--- config.mk ---
export PLATFORM = sky130hd
export DESIGN_NAME = copperv_mem_arbiter_flat
export DESIGN_NICKNAME = d
export VERILOG_FILES = /design/src/rtl/copperv_bus_pkg.sv /design/src/rtl/copperv_mem_arbiter_if.sv /design/src/rtl/copperv_rr_arb.sv /design/src/rtl/copperv_mem_arbiter.sv /design/src/flat_wrapper.sv
export SDC_FILE = /design/constraint.sdc
export NUM_CORES = 1
export LEC_CHECK = 0
export CAP_MARGIN = 40
export CORE_AREA = 2 2 123 125
export CTS_CLUSTER_DIAMETER = 40
export DETAILED_ROUTE_END_ITERATION = 10
export DIE_AREA = 0 0 125 127
export PLACE_DENSITY = 0.86
export SKIP_CTS_REPAIR_TIMING = 1
export SYNTH_ARGS = -nofsm -noshare
export SYNTH_HDL_FRONTEND = slang
export SYNTH_SLANG_ARGS = --single-unit
--- constraint.sdc ---
create_clock -name clock -period 2.3 [get_ports clock]
set_clock_uncertainty 0.05 [all_clocks]
set_input_delay 0.345 -clock clock [delete_from_list [all_inputs] [get_ports clock]]
set_output_delay 0.345 -clock clock [all_outputs]
set_load 0.01 [all_outputs]
--- src/rtl/copperv_bus_pkg.sv ---
// Shared types for the copperv memory arbiter: FSM states, requester indices, default widths.
// The rotation helper is used by the round-robin grant and by nothing else.
package copperv_bus_pkg;

  localparam int DEF_BUS_WIDTH      = 32;
  localparam int DEF_BUS_RESP_WIDTH = 1;
  localparam int NUM_REQ            = 3;

  typedef enum logic [1:0] {
    S_IDLE = 2'd0,
    S_REQ  = 2'd1,
    S_WAIT = 2'd2,
    S_DLVR = 2'd3
  } state_e;

  typedef enum logic [1:0] {
    REQ_IR = 2'd0,
    REQ_DR = 2'd1,
    REQ_DW = 2'd2
  } req_idx_e;

  // ir -> dr -> dw -> ir; any out-of-range index restarts at ir
  function automatic req_idx_e rr_next(input req_idx_e idx);
    req_idx_e nxt;
    case (idx)
      REQ_IR:  nxt = REQ_DR;
      REQ_DR:  nxt = REQ_DW;
      default: nxt = REQ_IR;
    endcase
    return nxt;
  endfunction

endpackage

--- src/rtl/copperv_mem_arbiter_if.sv ---
// Core-side (ir/dr/dw) and memory-side channels of the arbiter in one bundle.
// master = environment (core masters plus memory), slave = the arbiter.
interface copperv_mem_arbiter_if #(
  parameter int BUS_WIDTH      = 32,
  parameter int BUS_RESP_WIDTH = 1
);
  logic                      bus_ir_addr_valid;
  logic                      bus_ir_addr_ready;
  logic [BUS_WIDTH-1:0]      bus_ir_addr_bits;
  logic                      bus_ir_data_valid;
  logic                      bus_ir_data_ready;
  logic [BUS_WIDTH-1:0]      bus_ir_data_bits;

  logic                      bus_dr_addr_valid;
  logic                      bus_dr_addr_ready;
  logic [BUS_WIDTH-1:0]      bus_dr_addr_bits;
  logic                      bus_dr_data_valid;
  logic                      bus_dr_data_ready;
  logic [BUS_WIDTH-1:0]      bus_dr_data_bits;

  logic                      bus_dw_req_valid;
  logic                      bus_dw_req_ready;
  logic [BUS_WIDTH-1:0]      bus_dw_req_bits_addr;
  logic [BUS_WIDTH-1:0]      bus_dw_req_bits_data;
  logic [BUS_WIDTH/8-1:0]    bus_dw_req_bits_strobe;
  logic                      bus_dw_resp_valid;
  logic                      bus_dw_resp_ready;
  logic [BUS_RESP_WIDTH-1:0] bus_dw_resp_bits;

  logic                      mem_req_valid;
  logic                      mem_req_ready;
  logic [BUS_WIDTH-1:0]      mem_req_addr;
  logic [BUS_WIDTH-1:0]      mem_req_data;
  logic [BUS_WIDTH/8-1:0]    mem_req_strobe;
  logic                      mem_req_write;
  logic                      mem_resp_valid;
  logic                      mem_resp_ready;
  logic [BUS_WIDTH-1:0]      mem_resp_data;
  logic [BUS_RESP_WIDTH-1:0] mem_resp_status;

  modport master (
    output bus_ir_addr_valid, bus_ir_addr_bits, bus_ir_data_ready,
    input  bus_ir_addr_ready, bus_ir_data_valid, bus_ir_data_bits,
    output bus_dr_addr_valid, bus_dr_addr_bits, bus_dr_data_ready,
    input  bus_dr_addr_ready, bus_dr_data_valid, bus_dr_data_bits,
    output bus_dw_req_valid, bus_dw_req_bits_addr, bus_dw_req_bits_data,
    output bus_dw_req_bits_strobe, bus_dw_resp_ready,
    input  bus_dw_req_ready, bus_dw_resp_valid, bus_dw_resp_bits,
    input  mem_req_valid, mem_req_addr, mem_req_data, mem_req_strobe, mem_req_write,
    output mem_req_ready,
    output mem_resp_valid, mem_resp_data, mem_resp_status,
    input  mem_resp_ready
  );

  modport slave (
    input  bus_ir_addr_valid, bus_ir_addr_bits, bus_ir_data_ready,
    output bus_ir_addr_ready, bus_ir_data_valid, bus_ir_data_bits,
    input  bus_dr_addr_valid, bus_dr_addr_bits, bus_dr_data_ready,
    output bus_dr_addr_ready, bus_dr_data_valid, bus_dr_data_bits,
    input  bus_dw_req_valid, bus_dw_req_bits_addr, bus_dw_req_bits_data,
    input  bus_dw_req_bits_strobe, bus_dw_resp_ready,
    output bus_dw_req_ready, bus_dw_resp_valid, bus_dw_resp_bits,
    output mem_req_valid, mem_req_addr, mem_req_data, mem_req_strobe, mem_req_write,
    input  mem_req_ready,
    input  mem_resp_valid, mem_resp_data, mem_resp_status,
    output mem_resp_ready
  );

endinterface

--- src/rtl/copperv_rr_arb.sv ---
// Combinational 3-way round-robin grant: search starts at the requester after last_i.
// No state here; the parent owns and updates the pointer.
module copperv_rr_arb
  import copperv_bus_pkg::*;
(
  input  logic [NUM_REQ-1:0] req_i,
  input  req_idx_e           last_i,
  output logic [NUM_REQ-1:0] grant_o,
  output req_idx_e           grant_idx_o
);

  req_idx_e cand;
  logic     found;

  always_comb begin
    grant_o     = '0;
    grant_idx_o = last_i;
    found       = 1'b0;
    cand        = rr_next(last_i);
    for (int i = 0; i < NUM_REQ; i++) begin
      if (!found && req_i[cand]) begin
        grant_o[cand] = 1'b1;
        grant_idx_o   = cand;
        found         = 1'b1;
      end
      cand = rr_next(cand);
    end
  end

endmodule

--- src/rtl/copperv_mem_arbiter.sv ---
// Shares one memory request/response port between ir, dr and dw; one transaction in flight.
// Minimum 4 cycles from address handshake to next arbitration; any stall extends its state.
module copperv_mem_arbiter
  import copperv_bus_pkg::*;
#(
  parameter int BUS_WIDTH      = DEF_BUS_WIDTH,
  parameter int BUS_RESP_WIDTH = DEF_BUS_RESP_WIDTH
) (
  input  logic                 clock,
  input  logic                 reset,
  copperv_mem_arbiter_if.slave bus
);

  localparam int STRB_W = BUS_WIDTH / 8;

  state_e               state_q, state_d;
  req_idx_e             gnt_idx_q, gnt_idx_d;
  req_idx_e             rr_last_q, rr_last_d;
  logic [BUS_WIDTH-1:0] addr_q, addr_d;
  logic [BUS_WIDTH-1:0] data_q, data_d;
  logic [STRB_W-1:0]    strobe_q, strobe_d;
  logic [BUS_WIDTH-1:0] resp_q, resp_d;

  logic [NUM_REQ-1:0]   req_vec;
  logic [NUM_REQ-1:0]   gnt_oh;
  req_idx_e             gnt_idx;
  logic                 arb_hs;
  logic                 dlvr_rdy;
  logic                 is_write;

  assign req_vec  = {bus.bus_dw_req_valid, bus.bus_dr_addr_valid, bus.bus_ir_addr_valid};
  assign is_write = (gnt_idx_q == REQ_DW);

  copperv_rr_arb u_rr_arb (
    .req_i       (req_vec),
    .last_i      (rr_last_q),
    .grant_o     (gnt_oh),
    .grant_idx_o (gnt_idx)
  );

  // Readies are combinational from valid, so they are also masked while reset is held
  assign arb_hs = (state_q == S_IDLE) && reset && (|req_vec);

  always_comb begin
    case (gnt_idx_q)
      REQ_IR:  dlvr_rdy = bus.bus_ir_data_ready;
      REQ_DR:  dlvr_rdy = bus.bus_dr_data_ready;
      default: dlvr_rdy = bus.bus_dw_resp_ready;
    endcase
  end

  always_ff @(posedge clock or negedge reset) begin
    if (!reset) begin
      state_q <= S_IDLE;
    end else begin
      state_q <= state_d;
    end
  end

  always_comb begin
    state_d = state_q;
    case (state_q)
      S_IDLE:  if (arb_hs)             state_d = S_REQ;
      S_REQ:   if (bus.mem_req_ready)  state_d = S_WAIT;
      S_WAIT:  if (bus.mem_resp_valid) state_d = S_DLVR;
      S_DLVR:  if (dlvr_rdy)           state_d = S_IDLE;
      default:                         state_d = S_IDLE;
    endcase
  end

  always_comb begin
    gnt_idx_d = gnt_idx_q;
    rr_last_d = rr_last_q;
    addr_d    = addr_q;
    data_d    = data_q;
    strobe_d  = strobe_q;
    resp_d    = resp_q;
    if (arb_hs) begin
      gnt_idx_d = gnt_idx;
      data_d    = '0;
      strobe_d  = '0;
      case (gnt_idx)
        REQ_IR:  addr_d = bus.bus_ir_addr_bits;
        REQ_DR:  addr_d = bus.bus_dr_addr_bits;
        default: begin
          addr_d   = bus.bus_dw_req_bits_addr;
          data_d   = bus.bus_dw_req_bits_data;
          strobe_d = bus.bus_dw_req_bits_strobe;
        end
      endcase
    end
    if (state_q == S_WAIT && bus.mem_resp_valid) begin
      resp_d = is_write ? BUS_WIDTH'(bus.mem_resp_status) : bus.mem_resp_data;
    end
    if (state_q == S_DLVR && dlvr_rdy) begin
      rr_last_d = gnt_idx_q;
    end
  end

  // Pointer starts at dw so ir wins the first arbitration after reset
  always_ff @(posedge clock or negedge reset) begin
    if (!reset) begin
      gnt_idx_q <= REQ_IR;
      rr_last_q <= REQ_DW;
      addr_q    <= '0;
      data_q    <= '0;
      strobe_q  <= '0;
      resp_q    <= '0;
    end else begin
      gnt_idx_q <= gnt_idx_d;
      rr_last_q <= rr_last_d;
      addr_q    <= addr_d;
      data_q    <= data_d;
      strobe_q  <= strobe_d;
      resp_q    <= resp_d;
    end
  end

  always_comb begin
    bus.bus_ir_addr_ready = 1'b0;
    bus.bus_dr_addr_ready = 1'b0;
    bus.bus_dw_req_ready  = 1'b0;
    bus.bus_ir_data_valid = 1'b0;
    bus.bus_ir_data_bits  = '0;
    bus.bus_dr_data_valid = 1'b0;
    bus.bus_dr_data_bits  = '0;
    bus.bus_dw_resp_valid = 1'b0;
    bus.bus_dw_resp_bits  = '0;
    bus.mem_req_valid     = 1'b0;
    bus.mem_req_addr      = '0;
    bus.mem_req_data      = '0;
    bus.mem_req_strobe    = '0;
    bus.mem_req_write     = 1'b0;
    bus.mem_resp_ready    = 1'b0;
    case (state_q)
      S_IDLE: begin
        bus.bus_ir_addr_ready = gnt_oh[REQ_IR] & reset;
        bus.bus_dr_addr_ready = gnt_oh[REQ_DR] & reset;
        bus.bus_dw_req_ready  = gnt_oh[REQ_DW] & reset;
      end
      S_REQ: begin
        bus.mem_req_valid  = 1'b1;
        bus.mem_req_addr   = addr_q;
        bus.mem_req_write  = is_write;
        bus.mem_req_data   = data_q;
        bus.mem_req_strobe = strobe_q;
      end
      S_WAIT: begin
        bus.mem_resp_ready = 1'b1;
      end
      S_DLVR: begin
        case (gnt_idx_q)
          REQ_IR: begin
            bus.bus_ir_data_valid = 1'b1;
            bus.bus_ir_data_bits  = resp_q;
          end
          REQ_DR: begin
            bus.bus_dr_data_valid = 1'b1;
            bus.bus_dr_data_bits  = resp_q;
          end
          default: begin
            bus.bus_dw_resp_valid = 1'b1;
            bus.bus_dw_resp_bits  = resp_q[BUS_RESP_WIDTH-1:0];
          end
        endcase
      end
      default: ;
    endcase
  end

endmodule

--- src/flat_wrapper.sv ---
// flat-port wrapper written by rule: the top's interface ports become plain ports
module copperv_mem_arbiter_flat import copperv_bus_pkg::*;
#(
  parameter int BUS_WIDTH      = DEF_BUS_WIDTH,
  parameter int BUS_RESP_WIDTH = DEF_BUS_RESP_WIDTH
)
  (clock, reset, bus_bus_ir_addr_valid, bus_bus_ir_addr_bits, bus_bus_ir_data_ready, bus_bus_ir_addr_ready, bus_bus_ir_data_valid, bus_bus_ir_data_bits, bus_bus_dr_addr_valid, bus_bus_dr_addr_bits, bus_bus_dr_data_ready, bus_bus_dr_addr_ready, bus_bus_dr_data_valid, bus_bus_dr_data_bits, bus_bus_dw_req_valid, bus_bus_dw_req_bits_addr, bus_bus_dw_req_bits_data, bus_bus_dw_req_bits_strobe, bus_bus_dw_resp_ready, bus_bus_dw_req_ready, bus_bus_dw_resp_valid, bus_bus_dw_resp_bits, bus_mem_req_valid, bus_mem_req_addr, bus_mem_req_data, bus_mem_req_strobe, bus_mem_req_write, bus_mem_req_ready, bus_mem_resp_valid, bus_mem_resp_data, bus_mem_resp_status, bus_mem_resp_ready);
  copperv_mem_arbiter_if #(.BUS_WIDTH(BUS_WIDTH), .BUS_RESP_WIDTH(BUS_RESP_WIDTH)) bus_i ();
  input  logic clock;
  input  logic reset;
  input wire logic [$bits(bus_i.bus_ir_addr_valid)-1:0] bus_bus_ir_addr_valid;
  input wire logic [$bits(bus_i.bus_ir_addr_bits)-1:0] bus_bus_ir_addr_bits;
  input wire logic [$bits(bus_i.bus_ir_data_ready)-1:0] bus_bus_ir_data_ready;
  output wire logic [$bits(bus_i.bus_ir_addr_ready)-1:0] bus_bus_ir_addr_ready;
  output wire logic [$bits(bus_i.bus_ir_data_valid)-1:0] bus_bus_ir_data_valid;
  output wire logic [$bits(bus_i.bus_ir_data_bits)-1:0] bus_bus_ir_data_bits;
  input wire logic [$bits(bus_i.bus_dr_addr_valid)-1:0] bus_bus_dr_addr_valid;
  input wire logic [$bits(bus_i.bus_dr_addr_bits)-1:0] bus_bus_dr_addr_bits;
  input wire logic [$bits(bus_i.bus_dr_data_ready)-1:0] bus_bus_dr_data_ready;
  output wire logic [$bits(bus_i.bus_dr_addr_ready)-1:0] bus_bus_dr_addr_ready;
  output wire logic [$bits(bus_i.bus_dr_data_valid)-1:0] bus_bus_dr_data_valid;
  output wire logic [$bits(bus_i.bus_dr_data_bits)-1:0] bus_bus_dr_data_bits;
  input wire logic [$bits(bus_i.bus_dw_req_valid)-1:0] bus_bus_dw_req_valid;
  input wire logic [$bits(bus_i.bus_dw_req_bits_addr)-1:0] bus_bus_dw_req_bits_addr;
  input wire logic [$bits(bus_i.bus_dw_req_bits_data)-1:0] bus_bus_dw_req_bits_data;
  input wire logic [$bits(bus_i.bus_dw_req_bits_strobe)-1:0] bus_bus_dw_req_bits_strobe;
  input wire logic [$bits(bus_i.bus_dw_resp_ready)-1:0] bus_bus_dw_resp_ready;
  output wire logic [$bits(bus_i.bus_dw_req_ready)-1:0] bus_bus_dw_req_ready;
  output wire logic [$bits(bus_i.bus_dw_resp_valid)-1:0] bus_bus_dw_resp_valid;
  output wire logic [$bits(bus_i.bus_dw_resp_bits)-1:0] bus_bus_dw_resp_bits;
  output wire logic [$bits(bus_i.mem_req_valid)-1:0] bus_mem_req_valid;
  output wire logic [$bits(bus_i.mem_req_addr)-1:0] bus_mem_req_addr;
  output wire logic [$bits(bus_i.mem_req_data)-1:0] bus_mem_req_data;
  output wire logic [$bits(bus_i.mem_req_strobe)-1:0] bus_mem_req_strobe;
  output wire logic [$bits(bus_i.mem_req_write)-1:0] bus_mem_req_write;
  input wire logic [$bits(bus_i.mem_req_ready)-1:0] bus_mem_req_ready;
  input wire logic [$bits(bus_i.mem_resp_valid)-1:0] bus_mem_resp_valid;
  input wire logic [$bits(bus_i.mem_resp_data)-1:0] bus_mem_resp_data;
  input wire logic [$bits(bus_i.mem_resp_status)-1:0] bus_mem_resp_status;
  output wire logic [$bits(bus_i.mem_resp_ready)-1:0] bus_mem_resp_ready;
  assign bus_i.bus_ir_addr_valid = bus_bus_ir_addr_valid;
  assign bus_i.bus_ir_addr_bits = bus_bus_ir_addr_bits;
  assign bus_i.bus_ir_data_ready = bus_bus_ir_data_ready;
  assign bus_bus_ir_addr_ready = bus_i.bus_ir_addr_ready;
  assign bus_bus_ir_data_valid = bus_i.bus_ir_data_valid;
  assign bus_bus_ir_data_bits = bus_i.bus_ir_data_bits;
  assign bus_i.bus_dr_addr_valid = bus_bus_dr_addr_valid;
  assign bus_i.bus_dr_addr_bits = bus_bus_dr_addr_bits;
  assign bus_i.bus_dr_data_ready = bus_bus_dr_data_ready;
  assign bus_bus_dr_addr_ready = bus_i.bus_dr_addr_ready;
  assign bus_bus_dr_data_valid = bus_i.bus_dr_data_valid;
  assign bus_bus_dr_data_bits = bus_i.bus_dr_data_bits;
  assign bus_i.bus_dw_req_valid = bus_bus_dw_req_valid;
  assign bus_i.bus_dw_req_bits_addr = bus_bus_dw_req_bits_addr;
  assign bus_i.bus_dw_req_bits_data = bus_bus_dw_req_bits_data;
  assign bus_i.bus_dw_req_bits_strobe = bus_bus_dw_req_bits_strobe;
  assign bus_i.bus_dw_resp_ready = bus_bus_dw_resp_ready;
  assign bus_bus_dw_req_ready = bus_i.bus_dw_req_ready;
  assign bus_bus_dw_resp_valid = bus_i.bus_dw_resp_valid;
  assign bus_bus_dw_resp_bits = bus_i.bus_dw_resp_bits;
  assign bus_mem_req_valid = bus_i.mem_req_valid;
  assign bus_mem_req_addr = bus_i.mem_req_addr;
  assign bus_mem_req_data = bus_i.mem_req_data;
  assign bus_mem_req_strobe = bus_i.mem_req_strobe;
  assign bus_mem_req_write = bus_i.mem_req_write;
  assign bus_i.mem_req_ready = bus_mem_req_ready;
  assign bus_i.mem_resp_valid = bus_mem_resp_valid;
  assign bus_i.mem_resp_data = bus_mem_resp_data;
  assign bus_i.mem_resp_status = bus_mem_resp_status;
  assign bus_mem_resp_ready = bus_i.mem_resp_ready;
  copperv_mem_arbiter #(.BUS_WIDTH(BUS_WIDTH), .BUS_RESP_WIDTH(BUS_RESP_WIDTH)) u_core (.clock(clock), .reset(reset), .bus(bus_i));
endmodule
==> results of run 1 <==
==> area by class of cell <==
cell class                      instances  share of cell area, %
Timing Repair Buffer                  356                   38.8
Multi-Input combinational cell        412                   27.7
Sequential cell                       106                   27.4
Tap cell                              184                   2.38
Clock buffer                           10                   2.37
Clock inverter                          6                   1.23
Inverter                                3                  0.116
==> routing by layer <==
metal,track usage (%),routed length (um),vias to the layer above
met5,0,16,-
li1,-,-,2683
met1,29.2,8420,2824
met2,44.4,10800,268
met3,4.94,1250,42
met4,9.93,625,2
==> critical path, delay by kind of cell, from the launching register on <==
| family | cells | cell delay [ns] |
|---|---|---|
| flip-flops | 1 | 0.41 |
| AND/OR/NAND/NOR | 3 | 0.52 |
| buffers and inverters | 2 | 0.73 |
| adder cells (fa/ha/maj) | 1 | 0.19 |
==> Yosys cell counts, drive strengths merged (2+ instances only) <==
library cell | number | area share [%]
a31oi | 32 | 3.6
clkbuf | 23 | 1.6
and2 | 103 | 12
ha | 4 | 0.90
dfrtp | 105 | 47
and3 | 35 | 3.9
nand2b | 2 | 0.23
a21o | 2 | 0.27
o21ai | 2 | 0.18
nand3 | 3 | 0.45
mux2 | 3 | 0.61
a22oi | 32 | 4.3
nor2 | 35 | 2.4
a21oi | 35 | 3.2
mux2i | 2 | 0.36
buf | 28 | 3.1
nand2 | 38 | 2.6
inv | 3 | 0.20
nor2b | 6 | 0.68
a22o | 68 | 11
==> where the power goes <==
| group | switching, uW | internal, uW | leakage, uW |
|---|---|---|---|
| clock network | 730 | 1080 | 0.000170 |
| logic | 2360 | 2660 | 0.00363 |
| registers | 516 | 2640 | 0.00132 |
==> final timing paths <==
path	end	slack, ns	depth (start not counted)
setup / recovery	bus_bus_ir_data_bits[11]	-0.27	6
setup reg to reg	u_core.state_q[1]	0.17	7
hold reg to reg	u_core.data_q[29]	0.45	1
min in group clock	u_core.data_q[29]	0.45	1
hold / removal	u_core.addr_q[18]	0.40	2
max in group asynchronous	u_core.data_q[1]	0.37	4
==> flip-flops by register name, summed over array words and instances (netlist names) <==
name and flops:
u_core.strobe_q 4, u_core.addr_q 32, u_core.rr_last_q 2, u_core.gnt_idx_q 2, u_core.state_q 2, u_core.resp_q 32
u_core.data_q 32
==> metrics by stage <==
step / hold WS [ns] / setup slack, ns
floorplan: -0.000591 / 0.380
global placement: 0.164 / 0.0722
detailed placement: 0.171 / 0.0532
CTS: -0.202 / -0.300
global route: 0.404 / -0.362
finish: 0.396 / -0.271
==> cell families after synthesis <==
logic type | count (synthesis) | share of synthesized area (%)
AO/OA/AOI/OAI | 174 | 22.8
adder cells (fa/ha/maj) | 4 | 0.901
buffers and inverters | 54 | 4.84
flip-flops | 106 | 47.8
multiplexers | 5 | 0.969
AND/OR/NAND/NOR | 229 | 22.7
==> layout by cell type, fill, tap and decap left out, types with 3 or more instances in the layout <==
cell,count
a21oi_1,34
a22o_1,68
a22oi_1,32
a31oi_1,32
and2_1,103
and3_1,35
buf_12,7
buf_4,27
buf_6,3
bufinv_16,3
clkbuf_16,11
clkdlybuf4s50_1,255
dfrtp_1,105
dlymetal6s2s_1,60
ha_1,3
inv_1,3
nand2_1,38
nor2_1,34
nor2b_1,4
==> flow_summary.toml, run 1 <==
[finish]
multiInputGateArea_um2 = 2680
synthToLayoutAreaGrowth_pct = 74.2
regArea_um2 = 2650
utilization_pct = 67.1
fin_area_um2 = 9670
nets = 1067
drive_gt1_share_pct = 7.39
final_cells = 1077
fill_cells = 1142
antenna_cells = 0

[sta]
slew_headroom_pct = 47.2
setup_viol_count_final = 78
fmax_mhz = 389
fin_crit_ns = 2.57
slew_viol_final = 0
setup_tns_ns = -11.79
finalHoldViolCount = 0
fin_crit_sh_pct = 112
tightest_slew_ns = 0.793
worst_slack_ns = -0.271
rsz0062_at_grt = "yes"

[routing]
wire_per_inst_um = 19.6
num_vias = 5819
drt-pass1-iter-count = 5
postRouteAntennaNets = 0
wl_mm = 21.1
first_iter_violations = 346
drt-vias-per-instance = 5.40
drc_errors = 0

[placed_design]
dp_hpwl_mm = 15.4
placed_cell_area_um2 = 9030
place_inst = 1054
io_buffers = 316
gp_congestion = 0.829

[logic_synthesis]
ys.warnings.count = 0
async_flop_share_pct = 100
ys_ff_latch = 106
syn_area_um2 = 5550
syn_avg_cell_area_um2 = 9.71
seq_area_frac_synth_pct = 47.8
syn-num-nets = 751
netlist_instances = 572
ys.flop_type = "dfrtp_1"
synth_edf_count = 0
yosysUniqueCellTypes = 36

[cts]
clockBufferDepth = 2
cts.sinks = 106
cts_inserted_buffers = 9
clk_pin_slew_worst_paths_ns = 0.07
cts_tree = "yes"
clock_latency_ns = 0.34
root_buffer = "clkbuf_16"
htree_levels = 3

[grt]
grt_start_max_net_pins = 62
antenna_found_initial = 1
grt_first_pass_wirelength_mm = 31.1
first_global_vias = 5661
gr-total-overflow = 0
grtUsageTotal_pct = 24.8

[worst_setup_path]
cp-end-kind = "output port"
crit_chain = "ha_1 > nor2b_4 > nor2b_4 > buf_4 > and2_1 > clkdlybuf4s50_1"
arrival_ns = 2.18
cp_common_cell = "nor2b_4"
required_ns = 1.90
crit_start = "u_core.state_q[1]"
critPathKind = "register to output port"
critPathSlowestCell = "clkdlybuf4s50_1"
critPathLaunchType = "register"
r2r-start = "u_core.state_q[0]"
crit_path_max_fanout = 12
cp_slowest_stage_delay_ns = 0.53

[die]
die_area_um2 = 15900
core_area_um2 = 14400
io_pins = 317
die_h_um = 127
rows = 44
start_util_pct = 38.5
fp.dieW_um = 125

[power_and_ir_drop]
power_leakage_uw = 0.00512
powerDensity_nw_per_um2 = 1030
fin_total_pwr_uw = 9990
peakVddDrop_v = 0.000443

[hold_path]
hp-class = "input pin to async pin"

[outcome]
status = "complete, but fails checks"
violations = "setup timing"

[flow_run]
maxCapViolations = 0
Power figures use the tool's default switching activity.
==> inputs of run 2 (changes only) <==
- PLACE_DENSITY: 0.86 -> 0.8
==> run 2 against run 1 <==
The run still ends with setup timing left. Critical endpoint is now bus_mem_req_addr[3]. Global-route usage is 0.32 points higher. Clock power decreased by 18%. Worst setup slack improved by 0.12 ns. Total power fell by 3.5%. Clock-buffer cell count rose by 1. Critical path depth is the same. Cell area is 1.0% higher. Combinational power down 0.8%. Highest routed layer is now met4. Hold slack lost 0.33 ns. First-iteration DRC count up 2.6%.
==> flow_summary.toml, run 2 (synthesis results as in run 1) <==
[die]
core_area_um2 = 14400
die_area_um2 = 15900
die_h_um = 127
start_util_pct = 38.5
fp.dieW_um = 125
rows = 44
io_pins = 317

[sta]
tightest_slew_ns = 0.565
worst_slack_ns = -0.149
fmax_mhz = 408
slew_headroom_pct = 62.4
slew_viol_final = 0
finalHoldViolCount = 0
holdWs_ns = 0.0638
fin_crit_ns = 2.45
fin_crit_sh_pct = 106
setup_viol_count_final = 15
rsz0062_at_grt = "yes"

[routing]
first_iter_violations = 355
drt-vias-per-instance = 5.42
postRouteAntennaNets = 0
num_vias = 5822
wire_per_inst_um = 19.6
wl_mm = 21.1
drc_errors = 0
drt-pass1-iter-count = 4

[finish]
multiInputGateArea_um2 = 2680
synthToLayoutAreaGrowth_pct = 76.0
antenna_cells = 0
utilization_pct = 67.7
drive_gt1_share_pct = 7.18
fill_cells = 1118
final_common_cell = "clkdlybuf4s50_1"
top_regs = "u_core.addr_q: 32 flops, u_core.data_q: 32 flops, u_core.resp_q: 32 flops"
regArea_um2 = 2650
nets = 1065
final_cell_mix = "clkdlybuf4s50_1, dlymetal6s2s_1, dfrtp_1, and2_1, a22o_1"

[cts]
htree_levels = 3
root_buffer = "clkbuf_16"
cts_inserted_buffers = 9
clockBufferDepth = 2
clock_latency_ns = 0.34
cts.sinks = 106
cts_tree = "yes"
clk_pin_slew_worst_paths_ns = 0.07

[placed_design]
io_buffers = 316
gp_congestion = 0.835
dp_hpwl_mm = 14.9

[grt]
first_global_vias = 5754
grt_start_max_net_pins = 104
grtUsageTotal_pct = 25.1
gr-total-overflow = 0
grt_first_pass_wirelength_mm = 31.7
antenna_found_initial = 0

[worst_setup_path]
arrival_ns = 2.05
cp_slowest_stage_delay_ns = 0.54
critPathKind = "register to output port"
required_ns = 1.90
reg2reg_to = "u_core.state_q[1]"
cp-end-kind = "output port"
r2r-start = "u_core.state_q[0]"
critPathLaunchType = "register"
r2r_cells = 7
critPathSlowestCell = "clkdlybuf4s50_1"
crit_chain = "buf_4 > inv_1 > ha_4 > buf_6 > and2_1 > clkdlybuf4s50_1"
crit_path_max_fanout = 15
r2r_slack_ns = 0.15

[power_and_ir_drop]
power_leakage_uw = 0.00626
peakVddDrop_v = 0.000495
powerDensity_nw_per_um2 = 987

[flow_run]
maxCapViolations = 0

[outcome]
violations = "setup timing"
status = "complete, but fails checks"

[hold_path]
hp-class = "input pin to async pin"
## run 2: metrics by stage
step	power, uW	setup WS (ns)	std cells	TNS, ns	instance area, um2
5_1_grt	10300	-0.239	1075	-3.71	9770
3_5_place_dp	8030	0.00190	1052	0	9050
2_1_floorplan	5590	0.380	572	0	5550
6_report	9640	-0.149	1075	-1.92	9770
3_3_place_gp	7940	0.0212	1052	0	9050
4_1_cts	9540	-0.378	1068	-35.04	9340
## run 2: how the worst max path moves through the flow
stage	to	startpoint
finish	bus_mem_req_addr[3]	u_core.state_q[1]
global route	bus_mem_req_addr[7]	u_core.state_q[1]
CTS	bus_mem_req_addr[26]	u_core.state_q[1]
detailed placement	bus_mem_req_addr[26]	u_core.state_q[1]
global placement	bus_mem_req_addr[26]	u_core.state_q[1]
floorplan	bus_bus_ir_data_bits[22]	u_core.state_q[0]
## run 2: power breakdown
| group | internal (uW) | switching [uW] |
|---|---|---|
| Sequential | 2640 | 537 |
| Combinational | 2660 | 2330 |
| Clock | 770 | 713 |
| Total | 6070 | 3580 |
## run 2: per-layer routing
metal	wire length (um)	global-route usage (%)	vias up	part of all wire, %
li1	-	-	2680	-
met2	10700	44.0	293	51
met1	8310	31.3	2819	39
met5	0	0	-	0
met4	533	8.56	0	2.5
met3	1530	4.56	30	7.3
## run 2: worst max-delay path: cells and delay by family (launching register included)
family        cells  cell delay (ns)
buf+inv           4             0.96
flops             1             0.38
fa+ha+maj         1             0.24
simple gates      1             0.14
## run 2: area by class of cell
type / count / area share, %
Multi-Input combinational cell: 412 / 27.4
Clock buffer: 11 / 2.48
Clock inverter: 5 / 0.384
Sequential cell: 106 / 27.2
Timing Repair Buffer: 354 / 40.1
Tap cell: 184 / 2.36
Inverter: 3 / 0.115
==> inputs of run 3 (changes only) <==
- CORE_AREA: 2 2 123 125 -> not set
- CORE_MARGIN: not set -> 8
- CORE_UTILIZATION: not set -> 39
- DIE_AREA: 0 0 125 127 -> not set
- PLACE_DENSITY: 0.8 -> 0.82
==> run 3 against run 2 <==
The flow still finishes with violations (setup timing). Sequential share of layout area decreased by 0.076 points. Hold slack improved by 0.38 ns. Combinational power increased by 2%. Non-clock buffer count increased by 4. Register-to-register slack about the same. Cell count about the same. Critical path type unchanged. Highest routed layer unchanged.
==> flow_summary.toml, run 3 (synthesis results as in run 1) <==
[outcome]
status = "complete, but fails checks"
violations = "setup timing"

[worst_setup_path]
critPathKind = "register to output port"
cp-end-kind = "output port"
arrival_ns = 2.05
critPathLaunchType = "register"
crit_path_max_fanout = 7
required_ns = 1.90
reg2reg_to = "u_core.state_q[1]"
r2r-start = "u_core.state_q[0]"
r2r_cells = 8
r2r_slack_ns = 0.14

[finish]
top_regs = "u_core.addr_q: 32 flops, u_core.data_q: 32 flops, u_core.resp_q: 32 flops"
synthToLayoutAreaGrowth_pct = 76.5
final_cell_mix = "clkdlybuf4s50_1, dlymetal6s2s_1, dfrtp_1, and2_1, a22o_1"
antenna_cells = 0
drive_gt1_share_pct = 9.06
fin_area_um2 = 9800
nets = 1069
final_common_cell = "clkdlybuf4s50_1"
fill_cells = 1006

[grt]
first_global_vias = 6061
gr-total-overflow = 0
grt_first_pass_wirelength_mm = 33.6
grtUsageTotal_pct = 23.3
antenna_found_initial = 0
grt_start_max_net_pins = 52

[power_and_ir_drop]
fin_total_pwr_uw = 9910
powerDensity_nw_per_um2 = 1010
peakVddDrop_v = 0.000470
power_leakage_uw = 0.00621

[cts]
clk_pin_slew_worst_paths_ns = 0.07
clock_latency_ns = 0.34
root_buffer = "clkbuf_16"
cts_inserted_buffers = 9
clockBufferDepth = 2
htree_levels = 3
cts_tree = "yes"
cts.sinks = 106

[hold_path]
hp-class = "register to register"
hold_depth = 1
holdCritStartpoint = "u_core.data_q[14]"
holdPathEnd = "u_core.data_q[14]"

[sta]
setup_viol_count_final = 13
slew_headroom_pct = 68.3
slew_viol_final = 0
fin_crit_sh_pct = 106
holdWs_ns = 0.443
fmax_mhz = 409
fin_crit_ns = 2.45
rsz0062_at_grt = "yes"
finalHoldViolCount = 0
worst_slack_ns = -0.146
tightest_slew_ns = 0.475

[flow_run]
maxCapViolations = 0

[routing]
drc_errors = 0
wire_per_inst_um = 21.9
drt-vias-per-instance = 5.52
drt-pass1-iter-count = 5
postRouteAntennaNets = 0
num_vias = 5932
wl_mm = 23.5
first_iter_violations = 322

[die]
fp.dieW_um = 135
die_h_um = 135
start_util_pct = 40.0
core_area_um2 = 13900
io_pins = 317
rows = 43
die_area_um2 = 18300

[placed_design]
dpl_worst_slack_ns = 0.00592
dp_hpwl_mm = 17.3
io_buffers = 316
gp_congestion = 0.843
placed_cell_area_um2 = 9080
run 3: changes by cell type in the layout (fill, tap and decap cells not counted), sizes merged:
cell | before | now
bufinv | 0 | 2
clkinv | 2 | 1
clkbuf | 13 | 21
clkinvlp | 2 | 1
buf | 36 | 44
inv | 4 | 3
clkdlybuf4s50 | 191 | 184
dlymetal6s2s | 124 | 119
run 3: worst max path at each step:
stage                                    start                        to  slack, ns  cells after the start
after floorplan              u_core.state_q[0]  bus_bus_ir_data_bits[22]       0.38                      5
after global placement    bus_bus_dw_req_valid     bus_bus_dr_addr_ready       0.02                      5
after detailed placement  bus_bus_dw_req_valid     bus_bus_dr_addr_ready      0.006                      5
after CTS                    u_core.state_q[1]  bus_bus_ir_data_bits[29]      -0.34                      6
after global routing         u_core.state_q[1]  bus_bus_ir_data_bits[29]      -0.27                      9
final                        u_core.state_q[1]  bus_bus_ir_data_bits[29]      -0.15                      9
run 3: stage by stage:
step / TNS, ns / std cells / util [%]
4_1_cts: -24.87 / 1064 / 67.7
3_5_place_dp: 0 / 1049 / 65.4
6_report: -0.916 / 1074 / 70.6
3_3_place_gp: 0 / 1048 / 65.2
5_1_grt: -2.69 / 1074 / 70.6
2_1_floorplan: 0 / 572 / -
run 3: where the power goes:
part	total, uW	switching, uW	leakage (uW)	internal (uW)
Clock	1650	670	0.000152	981
Combinational	5090	2440	0.00474	2650
Sequential	3170	525	0.00132	2640
Total	9910	3630	0.00621	6280
run 3: layer usage:
layer	up-vias	GRT usage (%)	wire length (um)
met3	62	6.82	1990
met4	0	12.3	1030
met2	348	39.7	11700
met1	2834	25.9	8750
met5	-	0	0
li1	2688	-	-
run 3: final cells by class:
type	instances	area, um2	share of cell area, %
sequential	106	2650	27.1
timing repair buffer	358	3910	39.9
multi-input combinational	412	2680	27.4
tap	180	225	2.30
inverter	3	11.3	0.115
clock inverter	4	76.3	0.779
clock buffer	11	243	2.48
run 3: critical path: stages, from the launching register on:
cell,delay [ns]
dfrtp_1,0.41
ha_2,0.19
nor2b_4,0.14
nor2b_4,0.13
buf_6,0.12
buf_4,0.12
buf_6,0.12
buf_4,0.15
and2_1,0.16
dlymetal6s2s_1,0.17
